$ cat src/rtl/pwm_cfg_pkg.sv
// rtl/pwm_cfg_pkg.sv - shared constants, FSM state encoding and bank geometry for the PWM config scheduler
package pwm_cfg_pkg;

    localparam int BANK_BYTES = 5;
    localparam int BANK_W     = BANK_BYTES * 8;

    localparam logic [6:0] ADDR_EN_OUT_LO = 7'h00;
    localparam logic [6:0] ADDR_EN_OUT_HI = 7'h01;
    localparam logic [6:0] ADDR_EN_PWM_LO = 7'h02;
    localparam logic [6:0] ADDR_EN_PWM_HI = 7'h03;
    localparam logic [6:0] ADDR_DUTY      = 7'h04;

    typedef logic [1:0] state_t;

    localparam state_t ST_IDLE   = 2'd0;
    localparam state_t ST_ARMED  = 2'd1;
    localparam state_t ST_COMMIT = 2'd2;

    function automatic logic addr_mapped(input logic [6:0] addr);
        return addr <= ADDR_DUTY;
    endfunction

endpackage

$ cat src/rtl/pwm_cfg_regbank.sv
// rtl/pwm_cfg_regbank.sv - five-byte configuration bank with byte writes and an atomic full-bank load
module pwm_cfg_regbank
    import pwm_cfg_pkg::*;
(
    input  logic              clk,
    input  logic              rst_n,
    input  logic              i_wr_en,
    input  logic [2:0]        i_wr_idx,
    input  logic [7:0]        i_wr_data,
    input  logic              i_load,
    input  logic [BANK_W-1:0] i_load_data,
    output logic [BANK_W-1:0] o_bank
);

    logic [BANK_W-1:0] r_bank;

    // A full load wins over a byte write so a commit is never torn.
    always_ff @(posedge clk or negedge rst_n) begin
        if (!rst_n) begin
            r_bank <= '0;
        end else if (i_load) begin
            r_bank <= i_load_data;
        end else if (i_wr_en) begin
            for (int i = 0; i < BANK_BYTES; i++) begin
                if (i_wr_idx == 3'(i)) begin
                    r_bank[i*8 +: 8] <= i_wr_data;
                end
            end
        end
    end

    assign o_bank = r_bank;

endmodule

$ cat src/rtl/pwm_cfg_scheduler.sv
// rtl/pwm_cfg_scheduler.sv - shadow/active PWM config banks committed on a period boundary or timeout
// Optional feature: PWM_CFG_AUTOCOMMIT_EN makes every mapped write arm a commit on its own.
module pwm_cfg_scheduler
    import pwm_cfg_pkg::*;
#(
    parameter int TIMEOUT_CYCLES = 4096
) (
    input  logic        clk,
    input  logic        rst_n,
    input  logic        wr_valid,
    output logic        wr_ready,
    input  logic [6:0]  wr_addr,
    input  logic [7:0]  wr_data,
    input  logic        commit_req,
    input  logic        period_end,
    output logic [15:0] en_out,
    output logic [15:0] en_pwm_mode,
    output logic [7:0]  pwm_duty_cycle,
    output logic        pending,
    output logic        err_addr,
    output logic        timeout
);

    localparam int              CNT_W      = (TIMEOUT_CYCLES > 1) ? $clog2(TIMEOUT_CYCLES) : 1;
    localparam logic [CNT_W-1:0] CNT_LAST  = CNT_W'((TIMEOUT_CYCLES > 0) ? TIMEOUT_CYCLES - 1 : 0);
    localparam logic            TIMEOUT_EN = (TIMEOUT_CYCLES > 0);

    state_t            r_state;
    logic [CNT_W-1:0]  r_cnt;
    logic              r_pending;
    logic              r_err;
    logic              r_timeout;

    logic              w_wr_acc;
    logic              w_mapped;
    logic              w_shadow_we;
    logic              w_arm_req;
    logic              w_to_hit;
    logic              w_commit;
    logic [BANK_W-1:0] w_shadow;
    logic [BANK_W-1:0] w_active;

    assign wr_ready    = (r_state == ST_IDLE);
    assign w_wr_acc    = wr_valid && wr_ready;
    assign w_mapped    = addr_mapped(wr_addr);
    assign w_shadow_we = w_wr_acc && w_mapped;
    assign w_to_hit    = TIMEOUT_EN && (r_cnt == CNT_LAST);
    assign w_commit    = (r_state == ST_COMMIT);

`ifdef PWM_CFG_AUTOCOMMIT_EN
    assign w_arm_req = commit_req || w_shadow_we;
`else
    assign w_arm_req = commit_req;
`endif

    // Writes are only accepted in IDLE and pending only clears in COMMIT, so set/clear never collide.
    always_ff @(posedge clk or negedge rst_n) begin
        if (!rst_n) begin
            r_state   <= ST_IDLE;
            r_cnt     <= '0;
            r_pending <= 1'b0;
            r_err     <= 1'b0;
            r_timeout <= 1'b0;
        end else begin
            r_err     <= w_wr_acc && !w_mapped;
            r_timeout <= 1'b0;
            if (w_shadow_we) begin
                r_pending <= 1'b1;
            end
            case (r_state)
                ST_IDLE: begin
                    if (w_arm_req && (r_pending || w_shadow_we)) begin
                        r_state <= ST_ARMED;
                        r_cnt   <= '0;
                    end
                end
                ST_ARMED: begin
                    if (period_end) begin
                        r_state <= ST_COMMIT;
                    end else if (w_to_hit) begin
                        r_state   <= ST_COMMIT;
                        r_timeout <= 1'b1;
                    end else if (r_cnt != '1) begin
                        r_cnt <= r_cnt + 1'b1;
                    end
                end
                ST_COMMIT: begin
                    r_state   <= ST_IDLE;
                    r_pending <= 1'b0;
                end
                default: begin
                    r_state <= ST_IDLE;
                end
            endcase
        end
    end

    pwm_cfg_regbank u_shadow (
        .clk         (clk),
        .rst_n       (rst_n),
        .i_wr_en     (w_shadow_we),
        .i_wr_idx    (wr_addr[2:0]),
        .i_wr_data   (wr_data),
        .i_load      (1'b0),
        .i_load_data ('0),
        .o_bank      (w_shadow)
    );

    pwm_cfg_regbank u_active (
        .clk         (clk),
        .rst_n       (rst_n),
        .i_wr_en     (1'b0),
        .i_wr_idx    (3'd0),
        .i_wr_data   (8'd0),
        .i_load      (w_commit),
        .i_load_data (w_shadow),
        .o_bank      (w_active)
    );

    assign en_out         = {w_active[ADDR_EN_OUT_HI*8 +: 8], w_active[ADDR_EN_OUT_LO*8 +: 8]};
    assign en_pwm_mode    = {w_active[ADDR_EN_PWM_HI*8 +: 8], w_active[ADDR_EN_PWM_LO*8 +: 8]};
    assign pwm_duty_cycle = w_active[ADDR_DUTY*8 +: 8];
    assign pending        = r_pending;
    assign err_addr       = r_err;
    assign timeout        = r_timeout;

endmodule

$ cat config.mk
export PLATFORM = sky130hd
export DESIGN_NAME = pwm_cfg_scheduler
export DESIGN_NICKNAME = d
export VERILOG_FILES = /design/src/rtl/pwm_cfg_pkg.sv /design/src/rtl/pwm_cfg_regbank.sv /design/src/rtl/pwm_cfg_scheduler.sv
export SDC_FILE = /design/constraint.sdc
export NUM_CORES = 1
export LEC_CHECK = 0
export CORE_MARGIN = 2
export CORE_UTILIZATION = 46
export CTS_CLUSTER_SIZE = 24
export DETAILED_ROUTE_END_ITERATION = 16
export PLACE_DENSITY = 0.7
export REMOVE_ABC_BUFFERS = 1
export SYNTH_ARGS = -nofsm -noshare
export SYNTH_HDL_FRONTEND = slang
export SYNTH_SLANG_ARGS = --single-unit
$ cat constraint.sdc
create_clock -name clk -period 5.71 [get_ports clk]
set_clock_uncertainty 0.2 [all_clocks]
set_input_delay 1.142 -clock clk [delete_from_list [all_inputs] [get_ports clk]]
set_output_delay 1.142 -clock clk [all_outputs]
set_load 0.02 [all_outputs]
# Word level (Yosys, flattened, before mapping)
# Index checks and enable logic that the tools add are counted.
[classes]
eq_ne = 13
n_mux = 14
n_lt_le_gt_ge = 1
reduce_logical = 17
addsub = 1
[op_table]
columns = ["cell", "n"]
rows = [
  ["12-bit 2-to-1 mux", 4],
  ["12-bit case mux with 2 select lines", 1],
  ["12-bit by 1-bit adder with 12-bit output, second input constant", 1],
  ["12-bit == test, second input constant", 1],
  ["12-bit inequality test, second input constant", 1],
  ["2-bit AND reduction", 6],
  ["7-bit by 3-bit <= comparator with 1-bit output, second input constant", 1],
  ["3-bit by 2-bit == test with 1-bit output, second input constant", 2],
  ["2-bit 2-to-1 mux", 3],
  ["2-bit inequality test, second input constant", 3],
  ["1-bit 2-to-1 mux", 5],
  ["5-bit AND reduction", 1],
  ["1-bit logical AND", 4],
  ["2-bit case mux with 2 select lines", 1],
  ["2-bit nonzero test", 2],
  ["3-bit by 1-bit == test with 1-bit output, second input constant", 1],
  ["3-bit == test, second input constant", 1],
  ["3-bit zero test", 1],
  ["3-bit inequality test, second input constant", 1],
  ["2-bit by 1-bit == test with 1-bit output, second input constant", 1],
  ["2-bit == test, second input constant", 1],
  ["2-bit zero test", 1],
  ["2-bit by 1-bit inequality test with 1-bit output, second input constant", 1],
  ["1-bit zero test", 1],
  ["1-bit logical OR", 1],
]
[totals]
inputBits = 20
output_inout_bits = 44
elab_cells = 57
reg_bits = 97

# Depth between registers and ports, before layout
# Gate-level depths: netlist of the first run.
[depth]
depth_word = 7
mapped_depth = 7
depth_no_buf = 6

# By module
# A second synthesis of the first run with hierarchy kept.
[hier_totals]
cells_unflattened = 458
hier_area_um2 = 4734.5
[by_module_without_submodules]
columns = ["module", "area_per_inst_um2", "instances", "cells_each", "seq_area_each_um2"]
rows = [
  ["pwm_cfg_regbank", 1899.3, 2, 179, 1001.0],
  ["pwm_cfg_scheduler", 935.9, 1, 100, 425.4],
]

# Worst setup path before layout of the first run
# No wires, ideal clock.
[synth_path]
path_type = "input -> register"
startpoint = "input wr_addr[3]"
endpoint = "register u_shadow.r_bank[10] (netlist: u_shadow.o_bank[10])"
setup_ns = 0.125
path_slack_ns = 2.909
path_stages = 5
arrival_ns = 2.477
path_buffers = 0
required_ns = 5.385
path_cell_list = "nor4_4 and3_4 nand2b_4 nor3b_4 mux2_2"
[synth_between]
elab_chain_len = 3
[synth_lines]
columns = ["element", "line_no", "text"]
rows = [
  ["from (decl)", "pwm_cfg_scheduler.sv:12", "input logic [6:0] wr_addr,"],
  ["7-bit by 3-bit <= comparator with 1-bit output", "pwm_cfg_pkg.sv:20", "return addr <= ADDR_DUTY;"],
  ["1-bit logical AND", "pwm_cfg_scheduler.sv:46", "assign w_shadow_we = w_wr_acc && w_mapped;"],
  ["2-bit AND reduction (no source line)", "-", ""],
  ["to (signal assigned)", "pwm_cfg_regbank.sv:22", "r_bank <= i_load_data;"],
  ["to (signal, indexed assignment)", "pwm_cfg_regbank.sv:26", "r_bank[i*8 +: 8] <= i_wr_data;"],
  ["to (decl)", "pwm_cfg_regbank.sv:15", "logic [BANK_W-1:0] r_bank;"],
]
# Every way passes these cells.
# A chain may end at the register's enable or synchronous reset.

# Final worst setup path of the first run
[layout_path]
startpoint = "input wr_addr[3]"
endpoint = "register u_shadow.r_bank[22] (netlist: u_shadow.o_bank[22])"
# Same word-level chain as after synthesis.

==> flow_summary.toml, run 1 <==
[status]
status = "finished clean"

[yosys]
synth-seq-area-share_pct = 62.4
yosysUniqueCellTypes = 34
synth-seq-cells = 97
syn_avg_cell_area_sq_um = 14.5
ys_warn_count = 0
netlist_instances = 268
netlist_area_sq_um = 3890

[worst_setup_path]
critPathTopFamily = "simple AND/OR/NAND/NOR gates"
r2r_end = "r_cnt[11]"
path_max_fanout = 8
crit_chain = "clkdlybuf4s50_1, nor4_4, and3_4, nand2b_4, nor3b_4, mux2_2"
path_buf_inv = 1
rr_worst_depth = 7
worst_path_max_delay_cell = "nor3b_4"
start_kind = "input pin"
crit_type = "in -> reg"
r2r_start = "r_cnt[0]"
crit_arrival_ns = 3.22
endpoint_kind = "flop"
worstPathRequired_ns = 5.75
critical_path_depth = 6
ff2ff_setup_slack_ns = 3.41
slowest_delay_ns = 0.54

[die]
num_rows = 33
fp.coreArea_sq_um = 8220
start_util_pct = 47.4
die_area_sq_um = 9210
die_h_um = 96.0
io_pins = 64
die_w_um = 96.0

[clocking]
cts_tree = "done"
post_cts.repair.setup_buffers = 0
clk_pin_slew_ns = 0.08
cts-buffers-inserted = 9
cts-hold-fix-buffers = 0
cts.sinks = 97
clock_latency_ns = 0.35
clk_path_buf_depth = 2
h-tree-depth = 3
cts-resized-gates = 0
cts_root_buffer = "clkbuf_8"

[min_path]
min_to = "r_cnt[11]"
hold_depth = 1
hold_path_startpoint = "r_cnt[11]"
worstHoldPathType = "reg -> reg"

[detailed_routing]
viasPerCell = 5.25
dr.pass1.iters = 4
drc = 0
drt_first_iter_violations = 89
wl_um = 7230
ant_nets = 0
wl_per_cell_um = 16.3
vias = 2327

[placement]
place_congestion = 0.786
dp_hpwl_um = 4790
port_buffers = 63
dpl.cell_count = 428
placed_cell_area_sq_um = 4640

[timing]
timing.final.crit_period_ns = 3.18
tns_ns = 0
tightest_slew_ns = 0.741
slew_headroom_pct = 50.6
finalCritPeriodShare_pct = 55.7
finalSetupViolations = 0
rsz0062_at_grt = "no"
finalMaxSlewViolations = 0
hold_slack_ns = 0.300
fmax_mhz = 315
hold_viol = 0

[global_routing]
overflow = 0
antenna_found_initial = 0
grt_max_degree = 62
grt_pass1_wl_um = 12000
track_usage_pct = 17.6
grt_pass1_vias = 2332

[final_layout]
regArea_sq_um = 2430
final_area_sq_um = 4880
synthToLayoutAreaGrowth_pct = 25.3
multi_input_area_sq_um = 1420
stdcell_count = 443
diodes = 0
drive_above_1_share_pct = 31.1
nNetsFinal = 355
fillers = 657

[power]
p_leak_nw = 2.30
vdd_drop_max_v = 0.000174
p_per_area_nw_per_um2 = 358
finalPower_mw = 1.75

[flow_run]
max_cap_viol_count = 0
[worst reg2reg max path: stages, from the launching register on]
cell     delay, ns
dfrtp_1       0.41
ha_1          0.26
nand4_1       0.15
o31ai_1       0.26
buf_4         0.25
o21a_1        0.42
o21ai_0       0.17
o41ai_1       0.08
[Yosys cell counts, drive strengths merged]
master / instances / area share (%)
nand4b: 1 / 0.23
mux2: 80 / 23
o21ai: 16 / 2.1
dfrtp: 97 / 62
nand2b: 3 / 0.67
buf: 3 / 0.42
o41ai: 1 / 0.23
nor2b: 3 / 0.48
or3: 1 / 0.16
inv: 3 / 0.29
and3: 5 / 0.93
nor3: 1 / 0.42
nand2: 4 / 0.39
o31ai: 6 / 1.2
nor3b: 3 / 1.2
nand4: 4 / 0.64
nor2: 9 / 0.87
o21a: 1 / 0.19
and2: 1 / 0.16
a21oi: 2 / 0.26
clkbuf: 8 / 0.77
a31oi: 4 / 0.64
nor4: 2 / 0.71
nand3: 7 / 0.90
a22o: 1 / 0.23
ha: 1 / 0.32
a41oi: 1 / 0.23
[worst max-delay path by stage]
stage | start | to | slack [ns]
finish | wr_addr[3] | u_shadow.o_bank[22] | 2.53
global route | wr_addr[3] | u_shadow.o_bank[22] | 2.42
detailed placement | wr_addr[3] | u_shadow.o_bank[23] | 2.11
CTS | wr_addr[3] | u_shadow.o_bank[16] | 2.50
global placement | wr_addr[3] | u_shadow.o_bank[18] | 2.18
floorplan | r_state[0] | u_active.o_bank[0] | 2.73
[power breakdown]
part | switching, mW | internal, mW
Combinational | 0.201 | 0.200
Clock | 0.227 | 0.301
Sequential | 0.0491 | 0.768
[cell families (layout without fill, tap and decap cells)]
kind of cell	count (synthesis)	in the layout	share of synthesized area (%)
multiplexers	80	80	23.1
buffers and inverters	14	84	1.48
adder cells (fa/ha/maj)	1	1	0.321
AND/OR/NAND/NOR	44	44	7.71
flip-flops	97	97	62.4
AO/OA/AOI/OAI	32	32	4.98
[cells in the final DEF, fill, tap and decap left out, drive strengths merged]
cell,synthesis,final
nand4,4,4
bufinv,0,3
mux2,80,80
nor3b,3,3
a22o,1,1
o21a,1,1
and2,1,1
nor2b,3,3
nand4b,1,1
dfrtp,97,97
nor4,2,2
inv,3,3
nand3,7,7
nand2,4,4
or3,1,1
buf,3,4
nand2b,3,3
clkinv,0,2
nor3,1,1
clkdlybuf4s50,0,62
a41oi,1,1
o21ai,16,16
o31ai,6,6
clkbuf,8,10
a21oi,2,2
a31oi,4,4
ha,1,1
o41ai,1,1
nor2,9,9
and3,5,5
[area by class of cell]
| type | instances | area share, % |
|---|---|---|
| inverters | 3 | 0.231 |
| multi-input cells | 157 | 29.0 |
| repair buffers | 66 | 13.3 |
| clock inverters | 5 | 2.13 |
| well taps | 105 | 2.69 |
| clock buffers | 10 | 2.82 |
| flip-flops and latches | 97 | 49.8 |
[metrics by stage]
step | worst slack (ns) | utilization, %
after floorplan | 2.73 | -
after global placement | 2.18 | 56.4
after detailed placement | 2.11 | 56.4
after CTS | 2.50 | 59.4
after global routing | 2.42 | 59.4
final | 2.53 | 59.4
[per-layer routing]
layer | global-route usage [%] | vias up | wire (um)
li1 | - | 1107 | -
met1 | 25.0 | 1161 | 3530
met2 | 25.6 | 49 | 3300
met3 | 4.78 | 10 | 305
met4 | 7.14 | 0 | 93
met5 | 0 | - | 0
[flip-flops by register name, indices dropped and copies added (netlist names)]
signal / count
err_addr: 1
pending: 1
r_cnt: 12
r_state: 2
timeout: 1
u_active.o_bank: 40
u_shadow.o_bank: 40
Power figures use the tool's default switching activity.
==> run 2: changes to the inputs <==
--- a/config.mk
+++ b/config.mk
@@ -9,7 +9,7 @@
 export CORE_UTILIZATION = 46
 export CTS_CLUSTER_SIZE = 24
 export DETAILED_ROUTE_END_ITERATION = 16
-export PLACE_DENSITY = 0.7
+export PLACE_DENSITY = 0.73
 export REMOVE_ABC_BUFFERS = 1
 export SYNTH_ARGS = -nofsm -noshare
 export SYNTH_HDL_FRONTEND = slang
==> constraint.sdc (replaced) <==
create_clock -name clk -period 2.9 [get_ports clk]
set_clock_uncertainty 0.2 [all_clocks]
set_input_delay 0.58 -clock clk [delete_from_list [all_inputs] [get_ports clk]]
set_output_delay 0.58 -clock clk [all_outputs]
set_load 0.02 [all_outputs]
==> run 2 against run 1 <==
Against the previous run:
- cell count up 2.3%
- critical path depth unchanged
- non-clock buffer count up 9
- clock-buffer cell count down 1
- critical endpoint is now u_shadow.o_bank[12]
- largest power group unchanged
==> flow_summary.toml, run 2 (synthesized netlist as in run 1, its figures left out) <==
[power]
p_per_area_nw_per_um2 = 674
p_leak_nw = 2.33
vdd_drop_max_v = 0.000339
finalPower_mw = 3.32

[detailed_routing]
vias = 2461
ant_nets = 0
dr.pass1.iters = 4
drc = 0
drt_first_iter_violations = 95
viasPerCell = 5.43
wl_um = 7410
wl_per_cell_um = 16.4

[clocking]
post_cts.repair.setup_buffers = 0
cts-buffers-inserted = 9
cts_tree = "done"
cts_root_buffer = "clkbuf_8"
cts-hold-fix-buffers = 0
cts.sinks = 97
h-tree-depth = 3
clock_latency_ns = 0.36
cts-resized-gates = 0
clk_pin_slew_ns = 0.10
clk_path_buf_depth = 2

[worst_setup_path]
crit_type = "in -> reg"
slowest_delay_ns = 0.45
start_kind = "input pin"
worst_path_max_delay_cell = "clkdlybuf4s50_1"
worstPathRequired_ns = 2.95
endpoint_kind = "flop"
crit_chain = "clkdlybuf4s50_1, nor4_4, and3_4, nand2b_4, nor3b_4, mux2_2"
path_max_fanout = 8
crit_arrival_ns = 2.54
path_buf_inv = 1
critPathTopFamily = "simple AND/OR/NAND/NOR gates"

[timing]
timing.final.crit_period_ns = 2.50
finalCritPeriodShare_pct = 86.1
fmax_mhz = 401
rsz0062_at_grt = "no"
tightest_slew_ns = 0.586
hold_viol = 0
slew_headroom_pct = 60.9
tns_ns = 0
finalSetupViolations = 0
finalMaxSlewViolations = 0

[final_layout]
synthToLayoutAreaGrowth_pct = 26.6
drive_above_1_share_pct = 33.0
layout_commonest_cell = "dfrtp_1"
nNetsFinal = 364
postLayoutCoreUtil_pct = 60.0
fillers = 640
layout_common_cells = "dfrtp_1, mux2_2, clkdlybuf4s50_1"
diodes = 0

[die]
start_util_pct = 47.4
io_pins = 64
fp.coreArea_sq_um = 8220
num_rows = 33
die_w_um = 96.0
die_area_sq_um = 9210
die_h_um = 96.0

[placement]
port_buffers = 63
place_congestion = 0.767
dp_hpwl_um = 5030

[global_routing]
grt_max_degree = 53
overflow = 0
grt_pass1_vias = 2450
track_usage_pct = 17.8
antenna_found_initial = 0
grt_pass1_wl_um = 12300

[min_path]
worstHoldPathType = "in -> async"

[flow_run]
max_cap_viol_count = 0

[status]
status = "finished clean"
-- run 2: cell types whose count changed in the layout (fill, tap and decap cells not counted) --
| cell | delta |
|---|---|
| buf_12 | +1 |
| buf_4 | +8 |
| bufinv_16 | -2 |
| clkbuf_8 | -1 |
| clkinv_8 | +1 |
| inv_6 | +3 |
-- run 2: cell type report --
class,instances,area (sq um),area share [%]
inverter,3,11.3,0.229
tap,105,131,2.67
timing repair buffer,75,731,14.8
sequential,97,2430,49.3
clock inverter,7,86.3,1.75
clock buffer,9,124,2.51
multi-input combinational,157,1420,28.7
-- run 2: stage by stage --
stage               area, sq um  hold WS [ns]  cells  worst slack (ns)
floorplan                  3850        0.0844    257           -0.0782
global placement           4720         0.276    437            0.0532
detailed placement         4720         0.284    437           0.00468
CTS                        4930        0.0342    453             0.396
global route               4930        0.0557    453             0.313
finish                     4930        0.0139    453             0.405
-- run 2: where the power goes --
part           switching, mW  internal [mW]  total (mW)  leakage [nW]
Combinational          0.401          0.399       0.800         0.891
Sequential            0.0986           1.51        1.61          1.33
Clock                  0.493          0.415       0.908         0.107
-- run 2: routing by layer --
metal  wire length, um  part of all wire, %  up-vias  GRT usage, %
li1                  -                    -     1123             -
met2              3540                   48       59          26.1
met3               270                  3.6        8          3.52
met4               133                  1.8        0          7.86
met1              3470                   47     1271          25.6
met5                 0                    0        -             0
-- run 2: final timing paths --
path / startpoint / to / slack (ns) / cells after the start
min in group clk: u_shadow.o_bank[8] / u_active.o_bank[8] / 0.31 / 1
setup / recovery: wr_addr[3] / u_shadow.o_bank[12] / 0.40 / 6
hold reg to reg: u_shadow.o_bank[8] / u_active.o_bank[8] / 0.31 / 1
max in group asynchronous: rst_n / u_shadow.o_bank[12] / 1.81 / 2
setup reg to reg: r_cnt[0] / r_cnt[2] / 0.67 / 6
hold / removal: rst_n / timeout / 0.01 / 1
